===== src/rtl/ps2_input_port.sv =====
// PS/2 keyboard receiver feeding a memory-mapped input port.
// Synchronises the raw PS/2 pins, deframes 11-bit frames, queues received
// bytes in a 4-deep FIFO and presents a registered status/data word.
module ps2_input_port #(
   parameter logic [23:0] KBD_ADDR       = 24'h7FFF00,
   parameter int unsigned TIMEOUT_CYCLES = 100000
) (
   input  logic        clk,
   input  logic        reset,
   input  logic        ps2_clk,
   input  logic        ps2_data,
   input  logic        rd_strobe,
   input  logic        clr_err,
   output logic [23:0] input_addr,
   output logic [15:0] input_data
);

   localparam int unsigned WD_W = $clog2(TIMEOUT_CYCLES + 1);

   typedef enum logic [1:0] {IDLE, DATA, PARITY, STOP} state_t;

   // synchronisers and edge detection
   logic r_ck_s0, r_ck_s1, r_ck_s2;
   logic r_dt_s0, r_dt_s1, r_dt_s2;
   logic r_edge;

   // receive path
   state_t            r_state, w_state_nxt;
   logic [2:0]        r_bitcnt;
   logic [7:0]        r_shift;
   logic              r_par;
   logic [WD_W-1:0]   r_wdog;
   logic              r_push;
   logic              w_shift_en, w_cap_par, w_stop_edge, w_timeout, w_par_ok;

   // FIFO and flags
   logic [7:0]        r_mem [0:3];
   logic [1:0]        r_wp, r_rp;
   logic [2:0]        r_cnt;
   logic              r_ovf, r_perr, r_ferr;
   logic              w_pop, w_push_ok;
   logic              w_set_ovf, w_set_perr, w_set_ferr;
   logic [7:0]        w_head;

   assign input_addr = KBD_ADDR;

   // Two-flop synchronisers plus one extra stage so a registered falling-edge
   // pulse lines up with the data sample taken on the same pin transition.
   always_ff @(posedge clk) begin
      if (!reset) begin
         r_ck_s0 <= 1'b1;
         r_ck_s1 <= 1'b1;
         r_ck_s2 <= 1'b1;
         r_dt_s0 <= 1'b1;
         r_dt_s1 <= 1'b1;
         r_dt_s2 <= 1'b1;
         r_edge  <= 1'b0;
      end else begin
         r_ck_s0 <= ps2_clk;
         r_ck_s1 <= r_ck_s0;
         r_ck_s2 <= r_ck_s1;
         r_dt_s0 <= ps2_data;
         r_dt_s1 <= r_dt_s0;
         r_dt_s2 <= r_dt_s1;
         r_edge  <= r_ck_s2 & ~r_ck_s1;
      end
   end

   assign w_timeout = (r_state != IDLE) && (r_wdog == WD_W'(TIMEOUT_CYCLES));
   assign w_par_ok  = ^{r_shift, r_par};

   // Receive FSM state register.
   always_ff @(posedge clk) begin
      if (!reset) r_state <= IDLE;
      else        r_state <= w_state_nxt;
   end

   // Receive FSM next state and per-edge actions; watchdog abort overrides.
   always_comb begin
      w_state_nxt = r_state;
      w_shift_en  = 1'b0;
      w_cap_par   = 1'b0;
      w_stop_edge = 1'b0;
      if (w_timeout) begin
         w_state_nxt = IDLE;
      end else if (r_edge) begin
         unique case (r_state)
            IDLE:    if (!r_dt_s2) w_state_nxt = DATA;
            DATA: begin
               w_shift_en = 1'b1;
               if (r_bitcnt == 3'd7) w_state_nxt = PARITY;
            end
            PARITY: begin
               w_cap_par   = 1'b1;
               w_state_nxt = STOP;
            end
            STOP: begin
               w_stop_edge = 1'b1;
               w_state_nxt = IDLE;
            end
            default: w_state_nxt = IDLE;
         endcase
      end
   end

   // Bit counter, shift register, parity capture, watchdog and push request.
   always_ff @(posedge clk) begin
      if (!reset) begin
         r_bitcnt <= '0;
         r_shift  <= '0;
         r_par    <= 1'b0;
         r_wdog   <= '0;
         r_push   <= 1'b0;
      end else begin
         if (w_state_nxt != DATA) r_bitcnt <= '0;
         else if (w_shift_en)     r_bitcnt <= r_bitcnt + 3'd1;
         if (w_shift_en) r_shift <= {r_dt_s2, r_shift[7:1]};
         if (w_cap_par)  r_par   <= r_dt_s2;
         if (r_edge || r_state == IDLE || w_timeout)
            r_wdog <= '0;
         else if (r_wdog != WD_W'(TIMEOUT_CYCLES))
            r_wdog <= r_wdog + WD_W'(1);
         r_push <= w_stop_edge & r_dt_s2 & w_par_ok;
      end
   end

   assign w_pop      = rd_strobe && (r_cnt != 3'd0);
   assign w_push_ok  = r_push && ((r_cnt != 3'd4) || w_pop);
   assign w_set_ovf  = r_push && (r_cnt == 3'd4) && !w_pop;
   assign w_set_perr = w_stop_edge && !w_par_ok;
   assign w_set_ferr = (w_stop_edge && !r_dt_s2) || w_timeout;
   assign w_head     = (r_cnt != 3'd0) ? r_mem[r_rp] : 8'h00;

   // FIFO storage; contents need no reset since count gates visibility.
   always_ff @(posedge clk) begin
      if (w_push_ok) r_mem[r_wp] <= r_shift;
   end

   // FIFO pointers, occupancy and sticky error flags (a set beats clr_err).
   always_ff @(posedge clk) begin
      if (!reset) begin
         r_wp   <= '0;
         r_rp   <= '0;
         r_cnt  <= '0;
         r_ovf  <= 1'b0;
         r_perr <= 1'b0;
         r_ferr <= 1'b0;
      end else begin
         if (w_push_ok) r_wp <= r_wp + 2'd1;
         if (w_pop)     r_rp <= r_rp + 2'd1;
         unique case ({w_push_ok, w_pop})
            2'b10:   r_cnt <= r_cnt + 3'd1;
            2'b01:   r_cnt <= r_cnt - 3'd1;
            default: r_cnt <= r_cnt;
         endcase
         r_ovf  <= w_set_ovf  | (r_ovf  & ~clr_err);
         r_perr <= w_set_perr | (r_perr & ~clr_err);
         r_ferr <= w_set_ferr | (r_ferr & ~clr_err);
      end
   end

   // Registered status/data word seen by the memory controller.
   always_ff @(posedge clk) begin
      if (!reset) begin
         input_data <= '0;
      end else begin
         input_data <= {(r_cnt != 3'd0), r_ovf, r_perr, r_ferr, 1'b0, r_cnt, w_head};
      end
   end

endmodule


===== config.mk =====
export PLATFORM = sky130hd
export DESIGN_NAME = ps2_input_port
export DESIGN_NICKNAME = d
export VERILOG_FILES = /design/src/rtl/ps2_input_port.sv
export SDC_FILE = /design/constraint.sdc
export NUM_CORES = 1
export LEC_CHECK = 0
export BUFFER_PORTS_ARGS = -buffer_cell sky130_fd_sc_hd__buf_2
export CORE_ASPECT_RATIO = 2
export CORE_MARGIN = 1.5
export CORE_UTILIZATION = 55
export DETAILED_ROUTE_END_ITERATION = 16
export PLACE_DENSITY = 0.76
export SYNTH_ARGS = -nofsm -noshare
export SYNTH_HDL_FRONTEND = slang
export SYNTH_SLANG_ARGS = --single-unit
export TNS_END_PERCENT = 5

===== constraint.sdc =====
create_clock -name clk -period 3.2 [get_ports clk]
set_clock_uncertainty 0.15 [all_clocks]
set_input_delay 0.32 -clock clk [delete_from_list [all_inputs] [get_ports clk]]
set_output_delay 0.32 -clock clk [all_outputs]
set_load 0.005 [all_outputs]

==> results list <==
- Commonest cells after routing, fill and taps aside: dfxtp_1 (64), nor2_1 (44), edfxtp_1 (32)
- Share of cells above drive strength 1: between 10% and 20%
- The clock tree synthesis step divided the H-tree into 3 levels.
* Count of endpoints failing setup in the final report: 0
- OpenSTA, run right after detailed placement, puts the worst setup slack at between 0.7 and 0.8 ns.
- The run finished with clean final reports.
- Summed over its instances, the top area cell type makes up between 30% and 40% of the synthesized netlist area.
- Most common library cell in the layout ignoring fill and taps: dfxtp_1
* Placed standard-cell area: 3970 um2
- Hold-fix buffers, CTS: 0
- The floorplan step defined a core boundary enclosing slightly below 7000 um2.
- The synthesized design spends more area on one cell type than any other, namely dfxtp_1.
- Total die area: 7620 um2
- In this design, the stage delay of the slowest critical-path cell is 0.40 ns.
- The synthesized design contains 32 enable-type register cells.
- After layout, the worst path uses 77.5% of the clock period.
* Category of the worst setup path capture point: flip-flop
* Measured slew at the worst slew-check pin: 0.695 ns
- After routing, the total negative slack on setup checks comes to 0 ns.
- Remaining global-route overflow: 0
* Class of the worst hold path: in -> reg
- In this run, CTS created clock tree buffers numbering 9.
* Number of vias in the routed layout: 2,189
- For this block, the initial DRC count from the detailed router was 97.
- Leak pwr: 1.61 nW
- Inserted Diodes: 0
* Final Net Count: about 370
- At the worst endpoint, the arrival time is 2.59 ns.
- Global routing used 17.4% of the available tracks across all layers.
* Area of the multi-input gates: 1440 um2
- Class of the most critical setup path: reg -> reg
- From synthesis to final layout, the design area changed by 10.0%.
- The tree is rooted in a clkbuf_16.
- Critical Path Start Type: flip-flop
- Number of buffers added for setup after CTS: 0
- Distinct cell type count of the synthesized netlist: 39
- At the end of the flow the core is filled with cells to 62.2%.
- Die Span Y: 122 um
- In this run the count of I/O pins placed on the die edge is 46.
- Post-detailed-routing wire length: 5790 um
- The number of hold-slack violations in the final timing report came to 0.
* Post-route standard cell area excluding fillers: 4280 um2
- Among all flip-flop cells after synthesis, the most frequent one is dfxtp_1.
- Total standard cell area after synthesis: 3890 um2
- FP Rows: 43
- Initial antenna violation count: 0
- Worst vdd rail ir drop: 0.000456 V
- Drt pass-1 iters: 4
* Final number of max-transition violations: 0
- The worst path in the final design needs a cycle of 2.48 ns, including I/O delays and setup.
- Post-CTS sizing: 0
- In the final layout, flip-flops and latches occupy 2240 um2.
- Number of I/O port buffers: 20
- After technology mapping, the gate count stands at around 330.
- For this configuration, the core starts out at a cell density of 56.5%.
- Wire per inst: 13.0 um
* Maximum count of clock buffers along a single path: 2
- Ratio of total power to cell area: between 500 and 600 nW/um2
* CP Buf/Inv Count: 2
- Library cell appearing most often on the critical path: inv_1
- Pin count of the biggest net entering global routing: 24
- Number of vias per cell after detailed routing: between 4 and 5
* Category of cells accounting for the largest share of critical-path delay: simple AND/OR/NAND/NOR gates
- Gpl congestion: 0.770
* Critical Path Slowest Stage Cell: nor4b_1
- Each instance of the synthesized netlist takes up on average 11.8 um2.
- Number of max-cap violations: 0
- Number of flip-flops and latches in the synthesized netlist: 96
- Worst EP required: between 3 and 4 ns
* Worst Slack Setup Final: 0.721 ns
- Global-route wire length before repair: 10,100 um
- Setup repair after global routing left no endpoint under its margin.
- The count of nets left with antenna violations once routing finished came out at 0.
- Clock latency on the worst-skew pair, taken at its later pin, is 0.34 ns.
* Remaining DRCs: 0
- The number of global-route vias before repair is 2,167.
- Yosys Warn Count: 0
- Ranked by total cell area, the synthesized netlist is headed by dfxtp_1 (33%), edfxtp_1 (25%), buf_4 (5.2%).
- In the synthesized netlist the async set-or-reset flop fraction comes to 0%.
- The die is 62.5 um wide.
- CTS saw between 90 and 100 sinks.
- In this run the tightest slew margin relative to its limit is 53.6%.
* List of cells traversed by the critical path: nor4b_1 -> nor2b_1 -> inv_1 -> ha_1 -> inv_1 -> fa_1 -> xor2_1 -> or3_1 -> a21oi_1
- Crit path max fanout: 7
* Share of the yosys chip area belonging to registers: 57.6%
* TritonCTS clock tree: done
- Clock slew at reported path FFs: 0.06 ns
- Achievable Freq: 403 MHz
- The HPWL after detailed placement is 4050 um.
- The filler cells instantiated in the layout total between 500 and 600.
[logic make-up after synthesis]
kind of cell | share of synthesized area (%)
AOI/OAI and AO/OA | 2.12
buffers and inverters | 7.52
adders and majority gates | 3.41
xor gates and xnor gates | 6.53
other | 0.193
muxes | 7.71
DFF | 57.6
and+or+nand+nor | 14.9
[registers in the layout (all words and copies together) (netlist names), 2 cells and up]
| name | count |
|---|---|
| r_wp | 2 |
| r_mem | 32 |
| r_wdog | 17 |
| input_data | 15 |
| r_shift | 8 |
| r_rp | 2 |
| r_state | 2 |
| r_bitcnt | 3 |
| r_cnt | 3 |
[cells in the mapped netlist (6+ instances only)]
| library cell | number |
|---|---|
| and2_1 | 7 |
| nor2b_1 | 11 |
| xor2_1 | 16 |
| mux2i_1 | 12 |
| nand2_1 | 11 |
| nand2b_1 | 7 |
| nor2_1 | 44 |
| edfxtp_1 | 32 |
| inv_1 | 14 |
| mux4_2 | 8 |
| clkbuf_1 | 7 |
| a21oi_1 | 6 |
| dfxtp_1 | 64 |
| buf_4 | 27 |
| ha_1 | 9 |
| xnor2_1 | 13 |
| nand3_1 | 6 |
[per-stage QoR]
step	std cells	power, mW	hold WS, ns
6_report	445	2.36	0.0155
3_3_place_gp	429	1.30	0.241
5_1_grt	445	2.44	0.0118
2_1_floorplan	352	1.32	0.236
3_5_place_dp	429	1.30	0.241
4_1_cts	445	2.38	0.00565
[path summary, 6_finish.rpt]
kind	start	to	slack, ns	cells past startpoint
worst max-delay path	r_cnt[0]	r_cnt[2]	0.72	9
worst min-delay path	ps2_clk	r_ck_s0	0.02	2
worst max register to register	r_cnt[0]	r_cnt[2]	0.72	9
worst min register to register	r_dt_s1	r_dt_s2	0.26	1
[layout make-up]
| cell class | count | area share (%) |
|---|---|---|
| Clock buffer | 15 | 7.25 |
| Clock inverter | 1 | 0.117 |
| Inverter | 14 | 1.23 |
| Tap cell | 90 | 2.63 |
| Sequential cell | 96 | 52.4 |
| Timing Repair Buffer | 22 | 2.69 |
| Multi-Input combinational cell | 207 | 33.7 |
[report_power, final]
part / internal [mW] / switching [mW]
registers: 1.25 / 0.00142
clock network: 0.663 / 0.420
logic: 0.00440 / 0.0156
total: 1.92 / 0.437
[per-layer routing]
layer  share of wire (%)  track usage (%)  vias up
met1                  41             19.7     1023
met4                 2.2             8.89        0
met2                  53             30.1       55
met5                   0                0        -
met3                 3.9             4.52        9
li1                    -                -     1102
(Power assumes the default switching activity.)
